**src/rtl/cpu_bus_gen_if.sv**
```systemverilog
// cpu_bus_gen_if
// Bundles the CPU-side request/response signals and the 32-bit bus-side
// signals handled by the cpu_bus_gen bridge.
//   master modport : the bridge (drives bus_*, answers cpu_*)
//   slave  modport : the environment (CPU plus bus target)
// Signals:
//   bus_stb/bus_we/bus_ben/bus_lock/bus_addr/bus_dout : bridge -> bus
//   bus_din/bus_ack/bus_irq                           : bus -> bridge
//   cpu_stb/cpu_we/cpu_ben/cpu_sx/cpu_addr/cpu_dout   : CPU -> bridge
//   cpu_din/cpu_ack/cpu_err/cpu_irq                   : bridge -> CPU
interface cpu_bus_gen_if #(
    parameter int AW    = 24,
    parameter int IRQ_W = 16
) ();
    logic             bus_stb;
    logic             bus_we;
    logic [3:0]       bus_ben;
    logic             bus_lock;
    logic [AW-3:0]    bus_addr;
    logic [31:0]      bus_dout;
    logic [31:0]      bus_din;
    logic             bus_ack;
    logic [IRQ_W-1:0] bus_irq;

    logic             cpu_stb;
    logic             cpu_we;
    logic [1:0]       cpu_ben;
    logic             cpu_sx;
    logic [AW-1:0]    cpu_addr;
    logic [31:0]      cpu_dout;
    logic [31:0]      cpu_din;
    logic             cpu_ack;
    logic             cpu_err;
    logic [IRQ_W-1:0] cpu_irq;

    modport master (
        output bus_stb, bus_we, bus_ben, bus_lock, bus_addr, bus_dout,
        input  bus_din, bus_ack, bus_irq,
        input  cpu_stb, cpu_we, cpu_ben, cpu_sx, cpu_addr, cpu_dout,
        output cpu_din, cpu_ack, cpu_err, cpu_irq
    );

    modport slave (
        input  bus_stb, bus_we, bus_ben, bus_lock, bus_addr, bus_dout,
        output bus_din, bus_ack, bus_irq,
        output cpu_stb, cpu_we, cpu_ben, cpu_sx, cpu_addr, cpu_dout,
        input  cpu_din, cpu_ack, cpu_err, cpu_irq
    );
endinterface

```
**src/rtl/cpu_bus_gen.sv**
```systemverilog
// cpu_bus_gen
// Bridges a byte/half/word CPU access port onto a 32-bit word bus with
// byte-lane enables. Sub-word writes are either issued as one strobed bus
// write (STROBE_MODE=1) or as a locked read-modify-write pair (STROBE_MODE=0).
// A bus cycle left unacknowledged for TIMEOUT cycles is aborted with cpu_err.
// Ports:
//   clk   : clock, all state changes on its rising edge
//   rst_n : synchronous active-low reset
//   bus   : cpu_bus_gen_if master modport (CPU side and bus side)
module cpu_bus_gen #(
    parameter int AW          = 24,
    parameter int STROBE_MODE = 0,
    parameter int TIMEOUT     = 256,
    parameter int IRQ_W       = 16
) (
    input logic           clk,
    input logic           rst_n,
    cpu_bus_gen_if.master bus
);

    localparam int CW = (TIMEOUT > 0) ? $clog2(TIMEOUT + 1) : 1;
    localparam logic [CW-1:0] LAST = (TIMEOUT > 0) ? CW'(TIMEOUT - 1) : '0;

    typedef enum logic [0:0] {IDLE, RMW_WR} StateT;

    StateT            r_state;
    StateT            w_nextState;
    logic [CW-1:0]    r_cnt;
    logic [31:0]      r_wbuf;

    logic             w_isByte;
    logic             w_isHalf;
    logic             w_isSub;
    logic [3:0]       w_laneMask;
    logic [31:0]      w_laneBits;
    logic [31:0]      w_replData;
    logic [31:0]      w_mergeData;
    logic [7:0]       w_byteSel;
    logic [15:0]      w_halfSel;
    logic [31:0]      w_rdData;
    logic [IRQ_W-1:0] w_irq;

    logic             w_busStb;
    logic             w_busWe;
    logic [3:0]       w_busBen;
    logic             w_busLock;
    logic [31:0]      w_busDout;
    logic             w_cpuAck;
    logic             w_cpuErr;
    logic             w_rmwRead;
    logic             w_expire;

    // Decode access size and lane from the CPU request, and prepare the
    // lane-replicated write data plus the merged word for the RMW write phase.
    always_comb begin
        w_isByte   = bus.cpu_ben[1];
        w_isHalf   = (bus.cpu_ben == 2'b01);
        w_isSub    = w_isByte | w_isHalf;
        if (w_isByte) begin
            w_laneMask = 4'b0001 << bus.cpu_addr[1:0];
        end else if (w_isHalf) begin
            w_laneMask = bus.cpu_addr[1] ? 4'b1100 : 4'b0011;
        end else begin
            w_laneMask = 4'b1111;
        end
        w_laneBits  = {{8{w_laneMask[3]}}, {8{w_laneMask[2]}},
                       {8{w_laneMask[1]}}, {8{w_laneMask[0]}}};
        w_replData  = w_isByte ? {4{bus.cpu_dout[7:0]}} : {2{bus.cpu_dout[15:0]}};
        w_mergeData = (bus.bus_din & ~w_laneBits) | (w_replData & w_laneBits);
    end

    // Pick the addressed lane out of the bus word and extend it to 32 bits.
    always_comb begin
        case (bus.cpu_addr[1:0])
            2'd0:    w_byteSel = bus.bus_din[7:0];
            2'd1:    w_byteSel = bus.bus_din[15:8];
            2'd2:    w_byteSel = bus.bus_din[23:16];
            default: w_byteSel = bus.bus_din[31:24];
        endcase
        w_halfSel = bus.cpu_addr[1] ? bus.bus_din[31:16] : bus.bus_din[15:0];
        if (w_isByte) begin
            w_rdData = {{24{bus.cpu_sx & w_byteSel[7]}}, w_byteSel};
        end else if (w_isHalf) begin
            w_rdData = {{16{bus.cpu_sx & w_halfSel[15]}}, w_halfSel};
        end else begin
            w_rdData = bus.bus_din;
        end
    end

    // State register.
    always_ff @(posedge clk) begin
        if (!rst_n) begin
            r_state <= IDLE;
        end else begin
            r_state <= w_nextState;
        end
    end

    // Next state: the RMW read only advances on a real ack, so an expiry
    // during the read leaves the state in IDLE with wbuf untouched.
    always_comb begin
        w_nextState = r_state;
        case (r_state)
            IDLE: begin
                if (w_rmwRead && bus.bus_ack) begin
                    w_nextState = RMW_WR;
                end
            end
            RMW_WR: begin
                if (bus.bus_ack || w_expire) begin
                    w_nextState = IDLE;
                end
            end
            default: w_nextState = IDLE;
        endcase
    end

    // Outputs: the CPU ack follows bus_ack combinationally except during the
    // RMW read phase. Expiry forces an erroring ack unless bus_ack arrives in
    // the same cycle. Reset masks every strobe and handshake output.
    always_comb begin
        w_busStb  = 1'b0;
        w_busWe   = 1'b0;
        w_busBen  = 4'b0000;
        w_busLock = 1'b0;
        w_busDout = bus.cpu_dout;
        w_cpuAck  = 1'b0;
        w_cpuErr  = 1'b0;
        w_rmwRead = 1'b0;
        case (r_state)
            IDLE: begin
                if (bus.cpu_stb) begin
                    w_busStb = 1'b1;
                    if (!bus.cpu_we) begin
                        w_busBen = w_laneMask;
                        w_cpuAck = bus.bus_ack;
                    end else if (!w_isSub) begin
                        w_busWe  = 1'b1;
                        w_busBen = 4'b1111;
                        w_cpuAck = bus.bus_ack;
                    end else if (STROBE_MODE != 0) begin
                        w_busWe   = 1'b1;
                        w_busBen  = w_laneMask;
                        w_busDout = w_replData;
                        w_cpuAck  = bus.bus_ack;
                    end else begin
                        w_busBen  = 4'b1111;
                        w_busLock = 1'b1;
                        w_rmwRead = 1'b1;
                    end
                end
            end
            RMW_WR: begin
                w_busStb  = 1'b1;
                w_busWe   = 1'b1;
                w_busBen  = 4'b1111;
                w_busLock = 1'b1;
                w_busDout = r_wbuf;
                w_cpuAck  = bus.bus_ack;
            end
            default: begin
                w_busStb = 1'b0;
            end
        endcase
        w_expire = (TIMEOUT > 0) && w_busStb && !bus.bus_ack && (r_cnt == LAST);
        if (w_expire) begin
            w_cpuAck = 1'b1;
            w_cpuErr = 1'b1;
        end
        if (!rst_n) begin
            w_busStb  = 1'b0;
            w_busWe   = 1'b0;
            w_busBen  = 4'b0000;
            w_busLock = 1'b0;
            w_cpuAck  = 1'b0;
            w_cpuErr  = 1'b0;
        end
    end

    // Timeout counter and RMW write buffer. The counter restarts whenever the
    // bus is idle or acknowledges, so each bus phase gets its own budget.
    always_ff @(posedge clk) begin
        if (!rst_n) begin
            r_cnt  <= '0;
            r_wbuf <= '0;
        end else begin
            if (w_rmwRead && bus.bus_ack) begin
                r_wbuf <= w_mergeData;
            end
            if ((TIMEOUT == 0) || !w_busStb || bus.bus_ack || w_expire) begin
                r_cnt <= '0;
            end else begin
                r_cnt <= r_cnt + CW'(1);
            end
        end
    end

    assign w_irq        = bus.bus_irq;
    assign bus.cpu_irq  = w_irq;
    assign bus.cpu_din  = w_rdData;
    assign bus.cpu_ack  = w_cpuAck;
    assign bus.cpu_err  = w_cpuErr;
    assign bus.bus_stb  = w_busStb;
    assign bus.bus_we   = w_busWe;
    assign bus.bus_ben  = w_busBen;
    assign bus.bus_lock = w_busLock;
    assign bus.bus_addr = bus.cpu_addr[AW-1:2];
    assign bus.bus_dout = w_busDout;

endmodule

```
**src/flat_wrapper.sv**
```systemverilog
// flat-port wrapper written by rule: the top's interface ports become plain ports
module cpu_bus_gen_flat 
#(
    parameter int AW          = 24,
    parameter int STROBE_MODE = 0,
    parameter int TIMEOUT     = 256,
    parameter int IRQ_W       = 16
)
  (clk, rst_n, bus_bus_stb, bus_bus_we, bus_bus_ben, bus_bus_lock, bus_bus_addr, bus_bus_dout, bus_bus_din, bus_bus_ack, bus_bus_irq, bus_cpu_stb, bus_cpu_we, bus_cpu_ben, bus_cpu_sx, bus_cpu_addr, bus_cpu_dout, bus_cpu_din, bus_cpu_ack, bus_cpu_err, bus_cpu_irq);
  cpu_bus_gen_if #(.AW(AW), .IRQ_W(IRQ_W)) bus_i ();
  input logic clk;
  input logic rst_n;
  output wire logic [$bits(bus_i.bus_stb)-1:0] bus_bus_stb;
  output wire logic [$bits(bus_i.bus_we)-1:0] bus_bus_we;
  output wire logic [$bits(bus_i.bus_ben)-1:0] bus_bus_ben;
  output wire logic [$bits(bus_i.bus_lock)-1:0] bus_bus_lock;
  output wire logic [$bits(bus_i.bus_addr)-1:0] bus_bus_addr;
  output wire logic [$bits(bus_i.bus_dout)-1:0] bus_bus_dout;
  input wire logic [$bits(bus_i.bus_din)-1:0] bus_bus_din;
  input wire logic [$bits(bus_i.bus_ack)-1:0] bus_bus_ack;
  input wire logic [$bits(bus_i.bus_irq)-1:0] bus_bus_irq;
  input wire logic [$bits(bus_i.cpu_stb)-1:0] bus_cpu_stb;
  input wire logic [$bits(bus_i.cpu_we)-1:0] bus_cpu_we;
  input wire logic [$bits(bus_i.cpu_ben)-1:0] bus_cpu_ben;
  input wire logic [$bits(bus_i.cpu_sx)-1:0] bus_cpu_sx;
  input wire logic [$bits(bus_i.cpu_addr)-1:0] bus_cpu_addr;
  input wire logic [$bits(bus_i.cpu_dout)-1:0] bus_cpu_dout;
  output wire logic [$bits(bus_i.cpu_din)-1:0] bus_cpu_din;
  output wire logic [$bits(bus_i.cpu_ack)-1:0] bus_cpu_ack;
  output wire logic [$bits(bus_i.cpu_err)-1:0] bus_cpu_err;
  output wire logic [$bits(bus_i.cpu_irq)-1:0] bus_cpu_irq;
  assign bus_bus_stb = bus_i.bus_stb;
  assign bus_bus_we = bus_i.bus_we;
  assign bus_bus_ben = bus_i.bus_ben;
  assign bus_bus_lock = bus_i.bus_lock;
  assign bus_bus_addr = bus_i.bus_addr;
  assign bus_bus_dout = bus_i.bus_dout;
  assign bus_i.bus_din = bus_bus_din;
  assign bus_i.bus_ack = bus_bus_ack;
  assign bus_i.bus_irq = bus_bus_irq;
  assign bus_i.cpu_stb = bus_cpu_stb;
  assign bus_i.cpu_we = bus_cpu_we;
  assign bus_i.cpu_ben = bus_cpu_ben;
  assign bus_i.cpu_sx = bus_cpu_sx;
  assign bus_i.cpu_addr = bus_cpu_addr;
  assign bus_i.cpu_dout = bus_cpu_dout;
  assign bus_cpu_din = bus_i.cpu_din;
  assign bus_cpu_ack = bus_i.cpu_ack;
  assign bus_cpu_err = bus_i.cpu_err;
  assign bus_cpu_irq = bus_i.cpu_irq;
  cpu_bus_gen #(.AW(AW), .STROBE_MODE(STROBE_MODE), .TIMEOUT(TIMEOUT), .IRQ_W(IRQ_W)) u_core (.clk(clk), .rst_n(rst_n), .bus(bus_i));
endmodule
```
**config.mk**
```make
export PLATFORM = sky130hd
export DESIGN_NAME = cpu_bus_gen_flat
export DESIGN_NICKNAME = d
export VERILOG_FILES = /design/src/rtl/cpu_bus_gen_if.sv /design/src/rtl/cpu_bus_gen.sv /design/src/flat_wrapper.sv
export SDC_FILE = /design/constraint.sdc
export NUM_CORES = 1
export LEC_CHECK = 0
export CELL_PAD_IN_SITES_DETAIL_PLACEMENT = 1
export CELL_PAD_IN_SITES_GLOBAL_PLACEMENT = 1
export CORE_UTILIZATION = 27
export DETAILED_ROUTE_END_ITERATION = 16
export PLACE_DENSITY_LB_ADDON = 0.12
export SKIP_LAST_GASP = 1
export SYNTH_ARGS = -nofsm -noshare
export SYNTH_HDL_FRONTEND = slang
export SYNTH_SLANG_ARGS = --single-unit
```
**constraint.sdc**
```tcl
create_clock -name clk -period 3.75 [get_ports clk]
set_input_delay 0.5625 -clock clk [delete_from_list [all_inputs] [get_ports clk]]
set_output_delay 0.5625 -clock clk [all_outputs]
set_load 0.005 [all_outputs]
```
Word level (Yosys, flattened, before mapping):

Cells that the tools add are included.

* register bits: 42
* output and inout bits: 111
* input port bits: 112
* word-level logic and storage cells: 66

* reductions and logical operators: 10
* equal/unequal tests: 4
* bitwise operators: 9
* shifts and indexed selects: 1
* add/subtract/negate cells: 1
* mux-type cells: 38

Operators with widths (number)
* $mux W32: 4
* $and A32 B32 Y32: 2
* $not A32 Y32: 1
* $or A32 B32 Y32: 1
* $mux W4: 6
* $pmux W8 S3: 1
* $mux W1: 20
* $mux W16: 1
* $pmux W1 S2: 5
* $add A9 B1 Y9 const B: 1
* $eq A9 B8 Y1 const B: 1
* $pmux W4 S2: 1
* $eq A2 B1 Y1 const B: 2
* $shl A1 B2 Y4 const A: 1
* $logic_and A1 B1 Y1: 3
* $logic_or A1 B1 Y1: 3
* $and A1 B1 Y1: 2
* $eq A2 B2 Y1 const B: 1
* $logic_not A1 Y1: 2
* $logic_not A2 Y1: 1
* $not A1 Y1: 2
* $reduce_or A2 Y1: 1
* $or A1 B1 Y1: 1

Longest topological paths before layout:

* depth in word-level cells: 9
* depth in mapped cells: 8

Worst setup path after synthesis:

No wires, ideal clock.

* path type: in2out
* start: input bus_cpu_addr[0]
* end: output bus_cpu_din[4]
* path buffers: 2
* slack: 1.534 ns
* data arrival time: 1.654 ns
* stages: 5
* path through: buf_2 > buf_2 > mux4_2 > nand2_1 > o21ai_0

* cells in the longest elaborated chain, start to end: 3
* elaborated cells between the ends (all ways): 5

RTL lines
* start, declared: RTL line flat_wrapper.sv:26 `input wire logic [$bits(bus_i.cpu_addr)-1:0] bus_cpu_addr;`
* $eq A2 B2 Y1 (tied with other cells): RTL line cpu_bus_gen.sv:74 `case (bus.cpu_addr[1:0])`
* $pmux W8 S3 *: RTL line cpu_bus_gen.sv:74
* $mux W32 *: RTL line cpu_bus_gen.sv:81 `if (w_isByte) begin`
* end, declared: RTL line flat_wrapper.sv:28 `output wire logic [$bits(bus_i.cpu_din)-1:0] bus_cpu_din;`

Every way passes the cells marked *; elsewhere a longest branch is shown, timed or not.

Final worst setup path:

* start: input bus_cpu_ben[1]
* end: output bus_bus_ben[1]

* cells in the longest elaborated chain, start to end: 7

RTL lines
* start, declared: RTL line flat_wrapper.sv:24 `input wire logic [$bits(bus_i.cpu_ben)-1:0] bus_cpu_ben;`
* $eq A2 B1 Y1: RTL line cpu_bus_gen.sv:57 `w_isHalf = (bus.cpu_ben == 2'b01);`
* $mux W4: RTL line cpu_bus_gen.sv:61 `end else if (w_isHalf) begin`
* $mux W4 *: RTL line cpu_bus_gen.sv:59 `if (w_isByte) begin`
* $mux W4 *: RTL line cpu_bus_gen.sv:134 `if (!bus.cpu_we) begin`
* $mux W4 *: RTL line cpu_bus_gen.sv:132 `if (bus.cpu_stb) begin`
* $pmux W4 S2 *: RTL line cpu_bus_gen.sv:130 `case (r_state)`
* $mux W4 *: RTL line cpu_bus_gen.sv:170 `if (!rst_n) begin`
* end, declared: RTL line flat_wrapper.sv:15 `output wire logic [$bits(bus_i.bus_ben)-1:0] bus_bus_ben;`

Marks and branches as above.

==> impl_metrics.ini <==
[power]
switchingPower_w = 0.0004166
total_power_w = 0.001399
power_density_mw_per_mm2 = 276.9
pwr-share-seq_pct = 33.8
vdd_ir_drop_max_mv = 0.1399
p_leak_nw = 1.961
swShare_pct = 29.78
internal_power_w = 0.0009825
clock_power_share_pct = 31.1
combinationalPowerShare_pct = 35.2

[cts]
numClockSinks = 42
cts_tree = done
clk_pin_slew_ps = 60
cts_buffers = 5
ctsHtreeMaxLevel = 2
cts_setup_buffers = 0
clk_latency_ps = 290
post_cts_resized = 0
cts-root-buf = clkbuf_16
ctsLongestPathBuffers = 2
hold_buffers = 0

[synthesis]
synth_area_leaders = dfxtp_1 (24%), mux2_2 (10%), nand2_1 (9.6%), buf_4 (8.1%), mux2i_1 (7.4%)
synth_edf_count = 0
synth_cell_types = 43
synth_top_area_share_pct = 23.80
ys.flop_type = dfxtp_1
synth.avg_cell_area_um2 = 7.922
synth_top_area_cell = dfxtp_1
synth_seq_cells = 42
synth-async-reset-ratio_pct = 0
yosysWarnings = 0
synthesis.nets = 560
synthesis.area_mm2 = 0.003533
ys_seq_area_share_pct = 23.80
syn_inst = 446

[sta]
tightest_slew_ps = 631.3
slew_headroom_pct = 57.92
slew_viol_final = 0
finalHoldViolations = 0
rsz0062_at_grt = no
final.period_utilization_pct = 89.93
fin_skew_ps = 8.146
setup_viol = 0
fmax_mhz = 296.5
fin_crit_ps = 3372
fin_tns_setup_ps = 0

[final_layout]
antenna_cells = 0
final_layout_size_suffix_gt1_share_pct = 13.19
multi_input_area_mm2 = 0.002230
nets = 659
seq_area_um2 = 842.1
area_growth_pct = 42.99
nFillCells = 1548

[route]
drc = 0
dr_total_vias = 3722
wire_per_inst_um = 19.59
dr.pass1.iters = 5
viasPerCell = 5.184
postRouteAntennaNets = 0
first_iter_violations = 137
wl_um = 14060

[worst_setup_path]
path_cells = clkdlybuf4s50_1, clkinv_1, o21ai_0, a21oi_1, clkdlybuf4s50_1
worstSetupEndpointType = output port
cp_max_fo = 12
r2r-start = u_core.r_state
reg2reg_to = u_core.r_wbuf[9]
path_common_cell = clkdlybuf4s50_1
r2r_slack_ps = 1680
cp.arrival_ps = 2810
critical_path.slowest_cell = clkdlybuf4s50_1
worst-setup-path-type = input pin to output port
start_kind = input pin
cp_top_family = buffers and inverters
max_stage_delay_ps = 820
required_ps = 3190
critical_path_buf_inv_count = 3
r2r_cells = 4

[die]
die_w_um = 116.4
initial_core_util_pct = 27.89
core_mm2 = 0.01267
io_pins = 223
dieArea_mm2 = 0.01355
die_y_um = 116.4
num_rows = 41

[placed_design]
numPortBuffers = 146
place.gp.congestion = 0.8180
dp_hpwl_um = 10820

[global_route]
grt.total_usage_pct = 21.12
grt_pass1_wl_um = 21330
grt_start_max_net_pins = 34
overflow = 0
grt_pass1_vias = 3769
antenna_found_initial = 0

[outcome]
status = finished, final reports clean

[worst_hold_path]
hold_class = flip-flop to flip-flop
worstHoldPathCells = 2
hp-start = u_core.r_wbuf[15]
worstHoldEndpoint = u_core.r_wbuf[15]

[run]
cap_viol_max_count = 0
[cell type report]
class,instances,area share (%)
multi-input cells,327,44.13
clock inverters,2,0.2724
inverters,3,0.2229
flip-flops and latches,42,16.67
well taps,172,4.260
clock buffers,6,2.551
repair buffers,166,31.90
[worst reg2reg max path, stage by stage, from the launching register on]
cell,delay [ps]
dfxtp_2,510
nor4b_4,370
buf_4,280
nand2_1,390
o32ai_1,420
[power groups by stage]
stage / Sequential, W / Clock, W / Combinational (W)
6_report: 0.000472 / 0.000434 / 0.000492
4_1_cts: 0.000472 / 0.000451 / 0.000497
2_1_floorplan: 0.000476 / 0 / 0.000240
3_5_place_dp: 0.000482 / 0 / 0.000493
3_3_place_gp: 0.000482 / 0 / 0.000487
5_1_grt: 0.000474 / 0.000472 / 0.000533
[metrics by stage]
stage	instance area (µm²)	instances	util (%)	hold WS, ps	worst slack (ps)
global route	5052	718	39.87	493.2	253.5
detailed placement	4910	710	38.75	460.0	386.0
global placement	4910	710	38.75	443.2	442.5
CTS	5052	718	39.87	475.3	368.9
finish	5052	718	39.87	474.4	377.6
floorplan	3533	446	-	426.2	1534
[layer usage]
| layer | share of wire (%) | vias up | wire length (µm) | global-route usage (%) |
|---|---|---|---|---|
| met5 | 0 | - | 0 | 0 |
| met4 | 1.8 | 0 | 250 | 6.838 |
| met3 | 8.5 | 28 | 1192 | 6.124 |
| met2 | 45 | 146 | 6338 | 33.73 |
| met1 | 45 | 1779 | 6283 | 27.26 |
| li1 | - | 1769 | - | - |
[synthesized netlist by cell type (2+ instances only)]
| master | number |
|---|---|
| nor2_1 | 22 |
| a211o_1 | 2 |
| nor3_1 | 2 |
| nand3_1 | 2 |
| dfxtp_1 | 42 |
| inv_1 | 2 |
| o21ai_0 | 34 |
| o32ai_1 | 13 |
| a21oi_1 | 18 |
| mux2i_1 | 26 |
| a31oi_1 | 11 |
| xor2_1 | 3 |
| clkbuf_1 | 13 |
| o221ai_1 | 7 |
| nand2b_1 | 9 |
| mux2_2 | 32 |
| mux4_2 | 8 |
| buf_1 | 3 |
| xnor2_1 | 3 |
| a22oi_1 | 7 |
| and3_1 | 2 |
| ha_1 | 2 |
| o22ai_1 | 10 |
| buf_2 | 19 |
| nand2_1 | 90 |
| o31ai_1 | 6 |
| buf_4 | 38 |
| nor2b_1 | 5 |
[registers in the layout (all words and copies together) (netlist names)]
| register | cells |
|---|---|
| u_core.r_cnt | 9 |
| u_core.r_state | 1 |
| u_core.r_wbuf | 32 |
[kinds of logic after synthesis]
kind of cell	synth area share (%)
AOI/OAI and AO/OA	21.18
muxes	22.66
and+or+nand+nor	17.07
adders and majority gates	0.7081
DFF	23.80
xor gates and xnor gates	1.488
buffers and inverters	13.10
[worst max-delay path by stage]
| stage | start | to | slack (ps) | cells past startpoint |
|---|---|---|---|---|
| 6_report | bus_cpu_ben[1] | bus_bus_ben[1] | 380 | 5 |
| 5_1_grt | bus_cpu_ben[1] | bus_bus_ben[1] | 250 | 5 |
| 4_1_cts | bus_cpu_addr[0] | bus_cpu_din[24] | 370 | 6 |
| 3_5_place_dp | bus_cpu_addr[0] | bus_cpu_din[24] | 390 | 6 |
| 3_3_place_gp | bus_cpu_addr[0] | bus_cpu_din[17] | 440 | 6 |
| 2_1_floorplan | bus_cpu_addr[0] | bus_cpu_din[4] | 1530 | 5 |
[layout by cell type, fill, tap and decap left out, types with 13 or more instances in the layout]
cell type | synthesis | layout
a21oi_1 | 18 | 18
buf_4 | 38 | 20
clkdlybuf4s50_1 | 0 | 146
dfxtp_1 | 42 | 41
mux2_2 | 32 | 32
mux2i_1 | 26 | 26
nand2_1 | 90 | 90
nor2_1 | 22 | 22
o21ai_0 | 34 | 34
o32ai_1 | 13 | 13
Note: power is estimated with default switching activity, not from simulation.
==> RTL change, RTL diff (config.mk and constraints unchanged) <==
`STROBE_MODE` is set to 0 in 2 places; all go to 1. Comments in the files are not updated.
--- a/src/rtl/cpu_bus_gen.sv
+++ b/src/rtl/cpu_bus_gen.sv
@@ -9,7 +9,7 @@
 //   bus   : cpu_bus_gen_if master modport (CPU side and bus side)
 module cpu_bus_gen #(
     parameter int AW          = 24,
-    parameter int STROBE_MODE = 0,
+    parameter int STROBE_MODE = 1,
     parameter int TIMEOUT     = 256,
     parameter int IRQ_W       = 16
 ) (
--- a/src/flat_wrapper.sv
+++ b/src/flat_wrapper.sv
@@ -2,7 +2,7 @@
 module cpu_bus_gen_flat 
 #(
     parameter int AW          = 24,
-    parameter int STROBE_MODE = 0,
+    parameter int STROBE_MODE = 1,
     parameter int TIMEOUT     = 256,
     parameter int IRQ_W       = 16
 )
Behaviour: not the same (a bounded check fails within 4 cycles, from zero or initial values and one cycle with rst_n low).
==> RTL change against the unedited design <==
  * Sequential share of layout area decreased by 11 points
  * Cell area decreased by 33%
  * Synthesized area down 40%
  * Synthesized cell count decreased by 33%
  * Power is 55% lower
  * Setup slack worse by 150 ps
  * Core utilization up 6.1 points
  * Die area down 39%
  * Non-clock buffer count down 14
  * Clock skew is 7.0 ps lower
  * Wire length down 41%
  * Worst hold slack lost 9.9 ps
  * Sequential cell count is 32 lower
==> RTL change: results (changes against the unedited design) <==
* Status: completed
* Root buf cell: clkbuf_8
* Worst-Skew Late Latency at 240 ps (-50 ps)
* Worst path slowest cell: nor2b_1
* RD Place Congestion at 0.866 (+5.8%)
* R2R depth at 7 (+3)
* Avg WL per Cell at 16.9 microns (-14%)
* Pleak at 1.43 nW (-27%)
* Clock power share at 21.9% (-9.2 points)
* Largest net degree at the start of global routing at 36 (+5.9%)
* Distinct cells, synth at 36 (-16%)
* Switching Fraction at 30.6% (+0.85 points)
* Post-synth top cells: 45 x buf_4, 39 x nand2_1, 38 x mux2i_1
* First-pass GRT wire length at 12.7 mm (-40%)
* Synth top area cells: mux2i_1 18%, buf_4 16%, dfxtp_1 9.4%, nand2_1 6.9%, a211oi_1 5.3%
* Clock Skew at 1.17 ps (-6.97 ps)
* Reg-to-reg setup timing slack at 2040 ps (+360 ps)
* Top Registers: u_core.r_cnt (9), u_core.r_state (1)
* Post-Syn Instances at 298 (-33%)
* Logic gate share of total power at 60.8% (+26 points)
* Via count at 2,469 (-34%)
* Hold Path Cell Cnt at 1 (-1)
* Share of cells above drive strength 1 at 6.58% (-6.6 points)
* Slew @ Worst Pin at 932 ps (+301 ps)
* Crit Path Max Fanout at 16 (+4)
* TritonRoute pass-1 iters at 4 (-1)
* P_clk at 0.137 mW (-68%)
* Num CTS Buffers at 3 (-2)
* VDD IR-drop max at 61.7 uV (-56%)
* Crit-path max cell delay at 770 ps (-50 ps)
* Worst hold endpoint: u_core.r_cnt[0]$_SDFF_PP0_
* H-tree depth at 1 (-1)
* Vias per cell at 5.00 (-3.6%)
* Worst R2R Start: u_core.r_cnt[0]$_SDFF_PP0_
* Min-delay src: u_core.r_cnt[0]$_SDFF_PP0_
* Register area share after synthesis at 9.43% (-14 points)
* Initial drt markers at 58 (-58%)
* Reg-to-reg endpoint: u_core.r_cnt[4]$_SDFF_PP0_
* Dpl cells at 490 (-31%)
* Hold WS at 464 ps (-9.91 ps)
* Hpwl dp at 6.57 mm (-39%)
* Worst path arrival time at 2960 ps (+150 ps)
* Layout Nets at 510 (-23%)
* GR Util All Layers at 19.0% (-2.1 points)
* Syn Nets at 412 (-26%)
RTL change: area by class of cell:
cell class / count / area (sq um)
Clock buffer: 4 / 55.1
Inverter: 4 / 15.0
Timing Repair Buffer: 152 / 1520
Fill cell: 916 / 4000
Sequential cell: 10 / 200
Tap cell: 99 / 124
Multi-Input combinational cell: 225 / 1490
RTL change: cells by family after synthesis:
logic type      after synthesis  share of synthesized area [%]
compound gates               59                           20.3
xor+xnor                      3                           1.24
fa+ha+maj                     2                           1.18
buf+inv                      63                           20.3
flops                        10                           9.43
mux                          41                           20.0
simple gates                120                           27.5
RTL change: worst max-delay path by stage:
stage / endpoint / slack (ps) / cells past startpoint
global route: bus_cpu_din[19] / 70 / 5
detailed placement: bus_cpu_din[19] / 190 / 5
global placement: bus_cpu_din[22] / 260 / 5
finish: bus_cpu_din[19] / 230 / 5
CTS: bus_cpu_din[19] / 190 / 5
floorplan: bus_cpu_din[21] / 1740 / 5
RTL change: routing by layer:
metal  up-vias  GRT usage, %  share of wire, %
li1       1214             -                 -
met1      1132          20.5                39
met2       105          35.5                50
met3        18          5.72               9.1
met4         0          5.11               2.2
met5         -             0                 0
RTL change: critical path, delay by kind of cell:
kind                   cells  cell delay (ps)
AND/OR/NAND/NOR            2              940
buffers and inverters      2             1080
AO/OA/AOI/OAI              1              370
RTL change: through the flow:
step | util, % | cell area [sq um] | worst slack [ps]
after global routing | 46.0 | 3400 | 68.6
after CTS | 46.0 | 3400 | 191
after global placement | 45.2 | 3350 | 256
after floorplan | - | 2120 | 1740
after detailed placement | 45.2 | 3350 | 192
final | 46.0 | 3400 | 230
